`src/rtl/adder_pkg.sv`:
```
// Shared configuration helpers for the pipelined add/subtract unit.
//   DEF_ADDER_WIDTH / DEF_NUM_STAGES : default operand width and pipeline depth
//   slice_width()                    : bits handled by each pipeline stage
//   cfg_ok()                         : legality rule for a width/depth pair
// The per-stage record depends on the instance parameters, so its typedef is
// declared inside pipelined_adder using these helpers.
package adder_pkg;

  localparam int DEF_ADDER_WIDTH = 32;
  localparam int DEF_NUM_STAGES  = 4;

  function automatic int slice_width(input int width, input int stages);
    return width / stages;
  endfunction

  // Depth must be 1..width and divide the width evenly.
  function automatic bit cfg_ok(input int width, input int stages);
    return (stages >= 1) && (stages <= width) && ((width % stages) == 0);
  endfunction

endpackage

```
`src/rtl/adder_slice.sv`:
```
// Combinational SW-bit ripple slice: sum = a + b + carry_i.
//   a, b    : slice operand bits
//   carry_i : carry from the previous slice (or the subtract carry-in)
//   sum     : slice result bits
//   carry_o : carry into the next slice
module adder_slice #(
  parameter int SW = 8
) (
  input  logic [SW-1:0] a,
  input  logic [SW-1:0] b,
  input  logic          carry_i,
  output logic [SW-1:0] sum,
  output logic          carry_o
);

  logic [SW:0] total;

  assign total   = {1'b0, a} + {1'b0, b} + {{SW{1'b0}}, carry_i};
  assign sum     = total[SW-1:0];
  assign carry_o = total[SW];

endmodule

```
`src/rtl/pipelined_adder.sv`:
```
// Pipelined add/subtract unit with a valid/ready handshake. The operation is
// split into NUM_STAGES equal slices, one slice per register stage, with the
// carry rippling forward through the pipeline registers.
//   clk_i, rst_i             : clock, synchronous active-high reset
//   in_valid_i / in_ready_o  : input handshake
//   adder_op1_i, adder_op2_i : operands
//   sub_i                    : 0 = op1 + op2, 1 = op1 - op2
//   out_valid_o / out_ready_i: output handshake
//   sum_o, carry_o           : result modulo 2^ADDER_WIDTH and MSB carry
//                              (for subtract, carry_o = 1 means no borrow)
//   overflow_o               : signed two's-complement overflow
module pipelined_adder
  import adder_pkg::*;
#(
  parameter int ADDER_WIDTH = DEF_ADDER_WIDTH,
  parameter int NUM_STAGES  = DEF_NUM_STAGES
) (
  input  logic                   clk_i,
  input  logic                   rst_i,
  input  logic                   in_valid_i,
  output logic                   in_ready_o,
  input  logic [ADDER_WIDTH-1:0] adder_op1_i,
  input  logic [ADDER_WIDTH-1:0] adder_op2_i,
  input  logic                   sub_i,
  output logic                   out_valid_o,
  input  logic                   out_ready_i,
  output logic [ADDER_WIDTH-1:0] sum_o,
  output logic                   carry_o,
  output logic                   overflow_o
);

  localparam int SW = slice_width(ADDER_WIDTH, NUM_STAGES);

  if (!cfg_ok(ADDER_WIDTH, NUM_STAGES)) begin : g_cfg_check
    $error("pipelined_adder: ADDER_WIDTH must be a multiple of NUM_STAGES");
  end

  // One pipeline record. Operands are carried whole; each stage only reads
  // its own slice. op2 is stored already inverted for subtract.
  typedef struct packed {
    logic                   vld;
    logic [ADDER_WIDTH-1:0] sum;
    logic                   cy;
    logic [ADDER_WIDTH-1:0] op1;
    logic [ADDER_WIDTH-1:0] op2;
    logic                   sign1;
    logic                   sign2;
  } stage_t;

  stage_t stage_p [NUM_STAGES];
  stage_t nxt     [NUM_STAGES];
  stage_t entry;
  logic [ADDER_WIDTH-1:0] op2_eff;
  logic                   advance;

  // Entry: subtract is op1 + ~op2 + 1.
  assign op2_eff = sub_i ? ~adder_op2_i : adder_op2_i;

  always_comb begin
    entry.vld   = in_valid_i;
    entry.sum   = '0;
    entry.cy    = sub_i;
    entry.op1   = adder_op1_i;
    entry.op2   = op2_eff;
    entry.sign1 = adder_op1_i[ADDER_WIDTH-1];
    entry.sign2 = op2_eff[ADDER_WIDTH-1];
  end

  // Stage s computes slice s from the record held by stage s-1.
  for (genvar s = 0; s < NUM_STAGES; s++) begin : g_stage
    stage_t          src;
    stage_t          rec;
    logic [SW-1:0]   slice_sum;
    logic            slice_cy;

    if (s == 0) begin : g_first
      assign src = entry;
    end else begin : g_next
      assign src = stage_p[s-1];
    end

    adder_slice #(
      .SW(SW)
    ) u_slice (
      .a      (src.op1[s*SW +: SW]),
      .b      (src.op2[s*SW +: SW]),
      .carry_i(src.cy),
      .sum    (slice_sum),
      .carry_o(slice_cy)
    );

    always_comb begin
      rec                 = src;
      rec.sum[s*SW +: SW] = slice_sum;
      rec.cy              = slice_cy;
    end

    assign nxt[s] = rec;
  end

  // Global stall: the whole pipe moves together, bubbles included.
  assign advance    = !stage_p[NUM_STAGES-1].vld || out_ready_i;
  assign in_ready_o = advance;

  // Pipeline registers; reset clears only the valid bits, and a reset
  // overriding stage 0's load keeps inputs of the reset cycle out.
  always_ff @(posedge clk_i) begin
    if (advance) begin
      for (int s = 0; s < NUM_STAGES; s++) stage_p[s] <= nxt[s];
    end
    if (rst_i) begin
      for (int s = 0; s < NUM_STAGES; s++) stage_p[s].vld <= 1'b0;
    end
  end

  // Outputs from the last register, forced to zero while it holds a bubble.
  assign out_valid_o = stage_p[NUM_STAGES-1].vld;
  assign sum_o       = stage_p[NUM_STAGES-1].vld ? stage_p[NUM_STAGES-1].sum : '0;
  assign carry_o     = stage_p[NUM_STAGES-1].vld & stage_p[NUM_STAGES-1].cy;
  assign overflow_o  = stage_p[NUM_STAGES-1].vld
                     & (stage_p[NUM_STAGES-1].sign1 == stage_p[NUM_STAGES-1].sign2)
                     & (stage_p[NUM_STAGES-1].sum[ADDER_WIDTH-1] != stage_p[NUM_STAGES-1].sign1);

endmodule
```
`config.mk`:
```
export PLATFORM = sky130hd
export DESIGN_NAME = pipelined_adder
export DESIGN_NICKNAME = d
export VERILOG_FILES = /design/src/rtl/adder_pkg.sv /design/src/rtl/adder_slice.sv /design/src/rtl/pipelined_adder.sv
export SDC_FILE = /design/constraint.sdc
export NUM_CORES = 1
export LEC_CHECK = 0
export CORE_MARGIN = 4
export CORE_UTILIZATION = 55
export DETAILED_ROUTE_END_ITERATION = 10
export PLACE_DENSITY_LB_ADDON = 0.1
export SYNTH_ARGS = -nofsm -noshare
export SYNTH_HDL_FRONTEND = slang
export SYNTH_SLANG_ARGS = --single-unit
```
`constraint.sdc`:
```
create_clock -name clk_i -period 22 [get_ports clk_i]
set_input_delay 4.4 -clock clk_i [delete_from_list [all_inputs] [get_ports clk_i]]
set_output_delay 4.4 -clock clk_i [all_outputs]
set_load 0.03 [all_outputs]
```
==> run_results.csv, run 1 <==
group,metric,value,unit
status,status,"completed",
setup_path,start_kind,"primary input",
finish,final_cell_mix,"edfxtp_1, clkdlybuf4s50_1, xor2_1",
timing,holdWs,0.416,ns
placement,dp_hpwl,7.06,mm
floorplanning,fp.dieH,124,um
routing,wl_per_cell,14.4,um
flow_run,drv_cap,0,
synth,syn_nets,527,
finish,layout.cells.non_filler,728,
setup_path,crit_slowest_cell,"nand2b_4",
clock_network,cts_buffer_depth,2,
finish,final_util,69.9,%
global_route,busiest_layer,"met2",
synth,avgSynthCellArea,17.4,um^2
synth,synth_top_family_by_area,"adder cells",
timing,setup_tns,0,ns
setup_path,required,17.60,ns
routing,ant_nets,0,
synth,synth_flop_cell,"edfxtp_1",
finish,antenna-diode-count,0,
setup_path,r2r-start,"stage_p[3][99]$_SDFFCE_PP0P_",
clock_network,cts_buffers,17,
global_route,grt_util_met1,15.4,%
setup_path,slowest_delay,0.90,ns
synth,ys_seq_area_share,75.5,%
synth,yosysUniqueCellTypes,40,
setup_path,r2r-end,"stage_p[0][64]$_DFFE_PP_",
setup_path,path_class,"in2out",
hold_path,hold_path.startpoint,"stage_p[1][69]$_DFFE_PP_",
timing,fin_ws,10.98,ns
setup_path,crit_fanout,94,
floorplanning,dieArea,15300,um^2
routing,via_per_inst,4.99,
power,seq_power_share,55.1,%
timing,finalMaxSlewViolations,0,
clock_network,cts.repair.resized,0,
floorplanning,fp-row-count,42,
hold_path,min_delay_worst_endpoint,"stage_p[2][69]$_DFFE_PP_",
routing,firstDrtPassIters,4,
finish,fin_area,9210,um^2
synth,synthAdderAreaFrac,6.66,%
clock_network,clk_latency,0.41,ns
placement,dp.cells,696,
global_route,grt_pass1_vias,3542,
finish,finish.net_count,643,
synth,synth_edf_count,183,
timing,tightest_slew,1.23,ns
synth,synth_top_area_share,74.7,%
setup_path,reg2regPathDepth,2,
global_route,grtUsageMet2,25.4,%
power,p_total,0.893,mW
power,peakVddDrop,0.0000558,V
synth,synth_compound_area_share,3.43,%
placement,gp_congestion,0.799,
synth,synth_mux_area_share,0.595,%
synth,ys.warnings.count,0,
global_route,antenna_found_initial,0,
clock_network,ctsHtreeMaxLevel,4,
finish,syn_to_final_growth,25.2,%
setup_path,cp.arrival,6.62,ns
synth,ys_top_cells_by_area,"edfxtp_1, ha_1, xor2_1, and2_1, fa_1",
synth,synth_cells,423,
global_route,gr-total-overflow,0,
global_route,grt_pass1_wl,16.2,mm
power,power_frac_comb,9.8,%
power,power_frac_clock,35.1,%
timing,fin_crit_sh,50.1,%
clock_network,cts.hold.buffers_added,0,
hold_path,whs_path_depth,0,
clock_network,cts-root-buf,"clkbuf_16",
setup_path,path_depth,3,
synth,yosys.area.top_type,"edfxtp_1",
finish,multiInputGateArea,1760,um^2
setup_path,crit_chain,"clkdlybuf4s50_1 > nand2b_4 > clkdlybuf4s50_1",
clock_network,clk_pin_slew,0.06,ns
timing,fmax,90.8,MHz
clock_network,cts_setup_buffers,0,
synth,synth-seq-cells,186,
timing,rsz0062_at_grt,"false",
power,leakage,3.49,nW
finish,regArea,5560,um^2
clock_network,clock-sinks,186,
timing,relSlewSlack,17.7,%
routing,drt_iter0_drc,239,
power,p_sw,0.174,mW
floorplanning,start_util,55.8,%
synth,async_flop_share,0,%
global_route,grt_max_degree,95,
placement,post-place-ws,10.92,ns
synth,synthSimpleGateAreaFrac,6.51,%
setup_path,crit_path_end_kind,"primary output",
floorplanning,die_w,124,um
timing,finClkSkew,0.00541,ns
setup_path,worst-r2r-setup-slack,18.68,ns
timing,period_minus_slack,11.02,ns
hold_path,hp-class,"reg2reg",
finish,drive_above_1_share,6.16,%
placement,io_buffers,104,
global_route,gr-usage-met3,4.41,%
floorplanning,core,13200,um^2
global_route,grt_util_all_layers,14.4,%
power,p_per_area,97.0,nW/um^2
synth,synth-xor-area-share,6.54,%
routing,drt-total-wl,10.5,mm
setup_path,critPathBufInv,2,
finish,largestRegisters,"stage_p (186)",
setup_path,critPathMostFrequentCell,"clkdlybuf4s50_1",
placement,dpl-instance-area,8600,um^2
finish,regMostFlops,"stage_p",
finish,n_fill_cell,882,
setup_path,crit_family,"buffers and inverters",
finish,final_common_cell,"edfxtp_1",
power,p_int,0.720,mW
timing,setup_violations,0,
timing,hold_viol_final,0,
routing,drc,0,
finish,largest_register_ffs,186,
clock_network,cts_tree,"yes",
routing,vias,3630,
synth,synth_area,7360,um^2
floorplanning,ioPinCount,105,
power,switching_share,19.5,%
Yosys cell counts, types with 6 or more instances:
cell type,n
nand2_1,11
nor2_1,17
edfxtp_1,183
fa_1,7
inv_1,6
xor2_1,39
a21oi_1,14
o21ai_0,6
ha_1,28
xnor2_1,16
nor3_1,9
nand3_1,6
and2_1,34
logic make-up after synthesis:
logic type	count (synthesis)
XOR/XNOR	55
multiplexers	4
buffers and inverters	14
adder cells (fa/ha/maj)	35
AO/OA/AOI/OAI	39
AND/OR/NAND/NOR	90
flip-flops	186
final cells by class:
class / instances / area share (%)
clock buffer: 22 / 4.82
clock inverter: 10 / 1.87
inverter: 6 / 0.244
multi-input combinational: 223 / 19.1
sequential: 186 / 60.3
tap: 176 / 2.39
timing repair buffer: 105 / 11.3
per-layer routing:
layer,vias to the layer above,wire length [um]
met4,0,249
met5,-,0
met3,21,459
met2,89,5620
li1,1810,-
met1,1710,4140
power by group through the flow:
| stage | Combinational (mW) | Clock, mW | Sequential [mW] |
|---|---|---|---|
| floorplan | 0.0594 | 0 | 0.493 |
| global placement | 0.0837 | 0 | 0.496 |
| finish | 0.0875 | 0.314 | 0.492 |
| global route | 0.0980 | 0.335 | 0.499 |
| detailed placement | 0.0879 | 0 | 0.500 |
| CTS | 0.0884 | 0.321 | 0.494 |
worst max path at each step:
| stage | to | start | slack, ns |
|---|---|---|---|
| finish | in_ready_o | out_ready_i | 10.98 |
| global placement | in_ready_o | out_ready_i | 10.98 |
| global route | in_ready_o | out_ready_i | 10.83 |
| detailed placement | in_ready_o | out_ready_i | 10.92 |
| floorplan | in_ready_o | out_ready_i | 7.80 |
| CTS | in_ready_o | out_ready_i | 10.91 |
No activity file was read; power rests on OpenSTA's default activity.
==> run 2, diff against run 1 <==
--- a/config.mk
+++ b/config.mk
@@ -6,7 +6,7 @@
 export NUM_CORES = 1
 export LEC_CHECK = 0
 export CORE_MARGIN = 4
-export CORE_UTILIZATION = 55
+export CORE_UTILIZATION = 49
 export DETAILED_ROUTE_END_ITERATION = 10
 export PLACE_DENSITY_LB_ADDON = 0.1
 export SYNTH_ARGS = -nofsm -noshare
==> constraint.sdc (replaced) <==
create_clock -name clk_i -period 9.9 [get_ports clk_i]
set_input_delay 1.98 -clock clk_i [delete_from_list [all_inputs] [get_ports clk_i]]
set_output_delay 1.98 -clock clk_i [all_outputs]
set_load 0.03 [all_outputs]
==> run 2 against run 1 <==
Clock skew rose by 0.0014 ns; critical endpoint unchanged; sequential share of layout area fell by 0.17 points; clock power rose by 120%; largest power group unchanged; die area rose by 11%; critical path type unchanged; sequential power rose by 120%.
==> run_results.csv, run 2 (synthesized netlist as in run 1, its figures left out) <==
group,metric,value,unit
routing,drc,0,
power,switching_share,20.5,%
setup_path,r2r-end,"stage_p[3][92]$_DFFE_PP_",
floorplanning,fp-row-count,44,
timing,setup_violations,0,
timing,finClkSkew,0.00676,ns
power,p_int,1.58,mW
finish,finish.net_count,644,
timing,rsz0062_at_grt,"false",
routing,vias,3618,
setup_path,r2r-start,"stage_p[3][99]$_SDFFCE_PP0P_",
clock_network,cts_buffer_depth,2,
global_route,antenna_found_initial,0,
finish,antenna-diode-count,0,
power,seq_power_share,55.1,%
clock_network,cts_setup_buffers,0,
routing,ant_nets,0,
routing,drt_iter0_drc,211,
power,p_per_area,215,nW/um^2
setup_path,cp.arrival,3.56,ns
status,status,"completed",
clock_network,clock-sinks,186,
global_route,grt_max_degree,90,
clock_network,clk_pin_slew,0.06,ns
power,peakVddDrop,0.000145,V
floorplanning,ioPinCount,105,
floorplanning,die_w,131,um
setup_path,required,7.92,ns
clock_network,cts-root-buf,"clkbuf_16",
timing,finalMaxSlewViolations,0,
routing,firstDrtPassIters,4,
routing,via_per_inst,4.91,
placement,dp_hpwl,7.21,mm
placement,dpl-instance-area,8610,um^2
setup_path,reg2regPathDepth,2,
finish,regMostFlops,"stage_p",
timing,fin_crit_sh,56.0,%
timing,hold_viol_final,0,
hold_path,whs_path_depth,0,
power,power_frac_clock,35.1,%
finish,syn_to_final_growth,25.5,%
power,power_frac_comb,9.8,%
setup_path,path_class,"in2out",
finish,drive_above_1_share,7.23,%
timing,setup_tns,0,ns
global_route,grt_pass1_wl,16.9,mm
setup_path,crit_path_end_kind,"primary output",
clock_network,clk_latency,0.42,ns
power,p_sw,0.407,mW
clock_network,cts_tree,"yes",
finish,largestRegisters,"stage_p (186)",
global_route,grt_util_all_layers,13.3,%
setup_path,crit_fanout,22,
finish,largest_register_ffs,186,
timing,period_minus_slack,5.54,ns
floorplanning,fp.dieH,131,um
setup_path,start_kind,"primary input",
floorplanning,dieArea,17000,um^2
clock_network,cts.hold.buffers_added,0,
flow_run,drv_cap,0,
timing,fmax,180,MHz
timing,holdWs,0.415,ns
finish,fin_area,9240,um^2
clock_network,cts_buffers,17,
routing,drt-total-wl,10.8,mm
finish,final_cell_mix,"edfxtp_1, clkdlybuf4s50_1, xor2_1",
floorplanning,core,14600,um^2
global_route,grt_pass1_vias,3595,
finish,final_common_cell,"edfxtp_1",
global_route,gr-total-overflow,0,
placement,io_buffers,104,
hold_path,min_delay_worst_endpoint,"stage_p[3][85]$_DFFE_PP_",
placement,gp_congestion,0.815,
floorplanning,start_util,50.3,%
power,leakage,3.49,nW
setup_path,worst-r2r-setup-slack,7.30,ns
clock_network,cts.repair.resized,0,
clock_network,ctsHtreeMaxLevel,4,
hold_path,hp-class,"reg2reg",
timing,tightest_slew,1.06,ns
hold_path,hold_path.startpoint,"stage_p[2][85]$_DFFE_PP_",
routing,wl_per_cell,14.6,um
timing,relSlewSlack,29.3,%
==> run 2: power groups by stage <==
stage	sequential, mW	clock [mW]	combinational, mW
after global routing	1.11	0.750	0.218
after CTS	1.09	0.716	0.196
final	1.09	0.697	0.194
after detailed placement	1.11	0	0.195
after floorplan	1.10	0	0.132
after global placement	1.10	0	0.187
==> run 2: final cells by class <==
type / count / area [um^2]
clock inverter: 15 / 200
fill: 1088 / 5400
timing repair buffer: 106 / 1050
sequential: 186 / 5560
inverter: 6 / 22.5
tap: 184 / 230
clock buffer: 17 / 425
multi-input combinational: 223 / 1760
==> run 2: how the worst max path moves through the flow <==
| stage | start | endpoint | cells after the start |
|---|---|---|---|
| after floorplan | out_ready_i | in_ready_o | 2 |
| after global placement | out_ready_i | in_ready_o | 3 |
| after detailed placement | out_ready_i | in_ready_o | 3 |
| after CTS | out_ready_i | in_ready_o | 3 |
| after global routing | out_ready_i | in_ready_o | 3 |
| final | out_ready_i | in_ready_o | 3 |
==> run 2: critical path, cell delays in order <==
cell	delay [ns]
clkdlybuf4s50_1	0.46
nand2b_4	0.32
clkdlybuf4s50_1	0.79
==> run 2: through the flow <==
step	total power [mW]	utilization [%]	setup WS [ns]	cells
after floorplan	1.23	-	0.542	423
after global placement	1.29	58.8	4.33	705
after detailed placement	1.31	58.8	4.32	705
after CTS	2.01	63.1	4.30	737
after global routing	2.08	63.1	4.28	737
final	1.98	63.1	4.36	737
==> run 2: per-layer routing <==
layer | vias to the layer above | track usage [%] | wire length (um)
met5 | - | 0 | 0
met4 | 0 | 4.96 | 158
met3 | 15 | 4.43 | 464
met2 | 78 | 23.5 | 5770
met1 | 1719 | 15.2 | 4400
li1 | 1806 | - | -
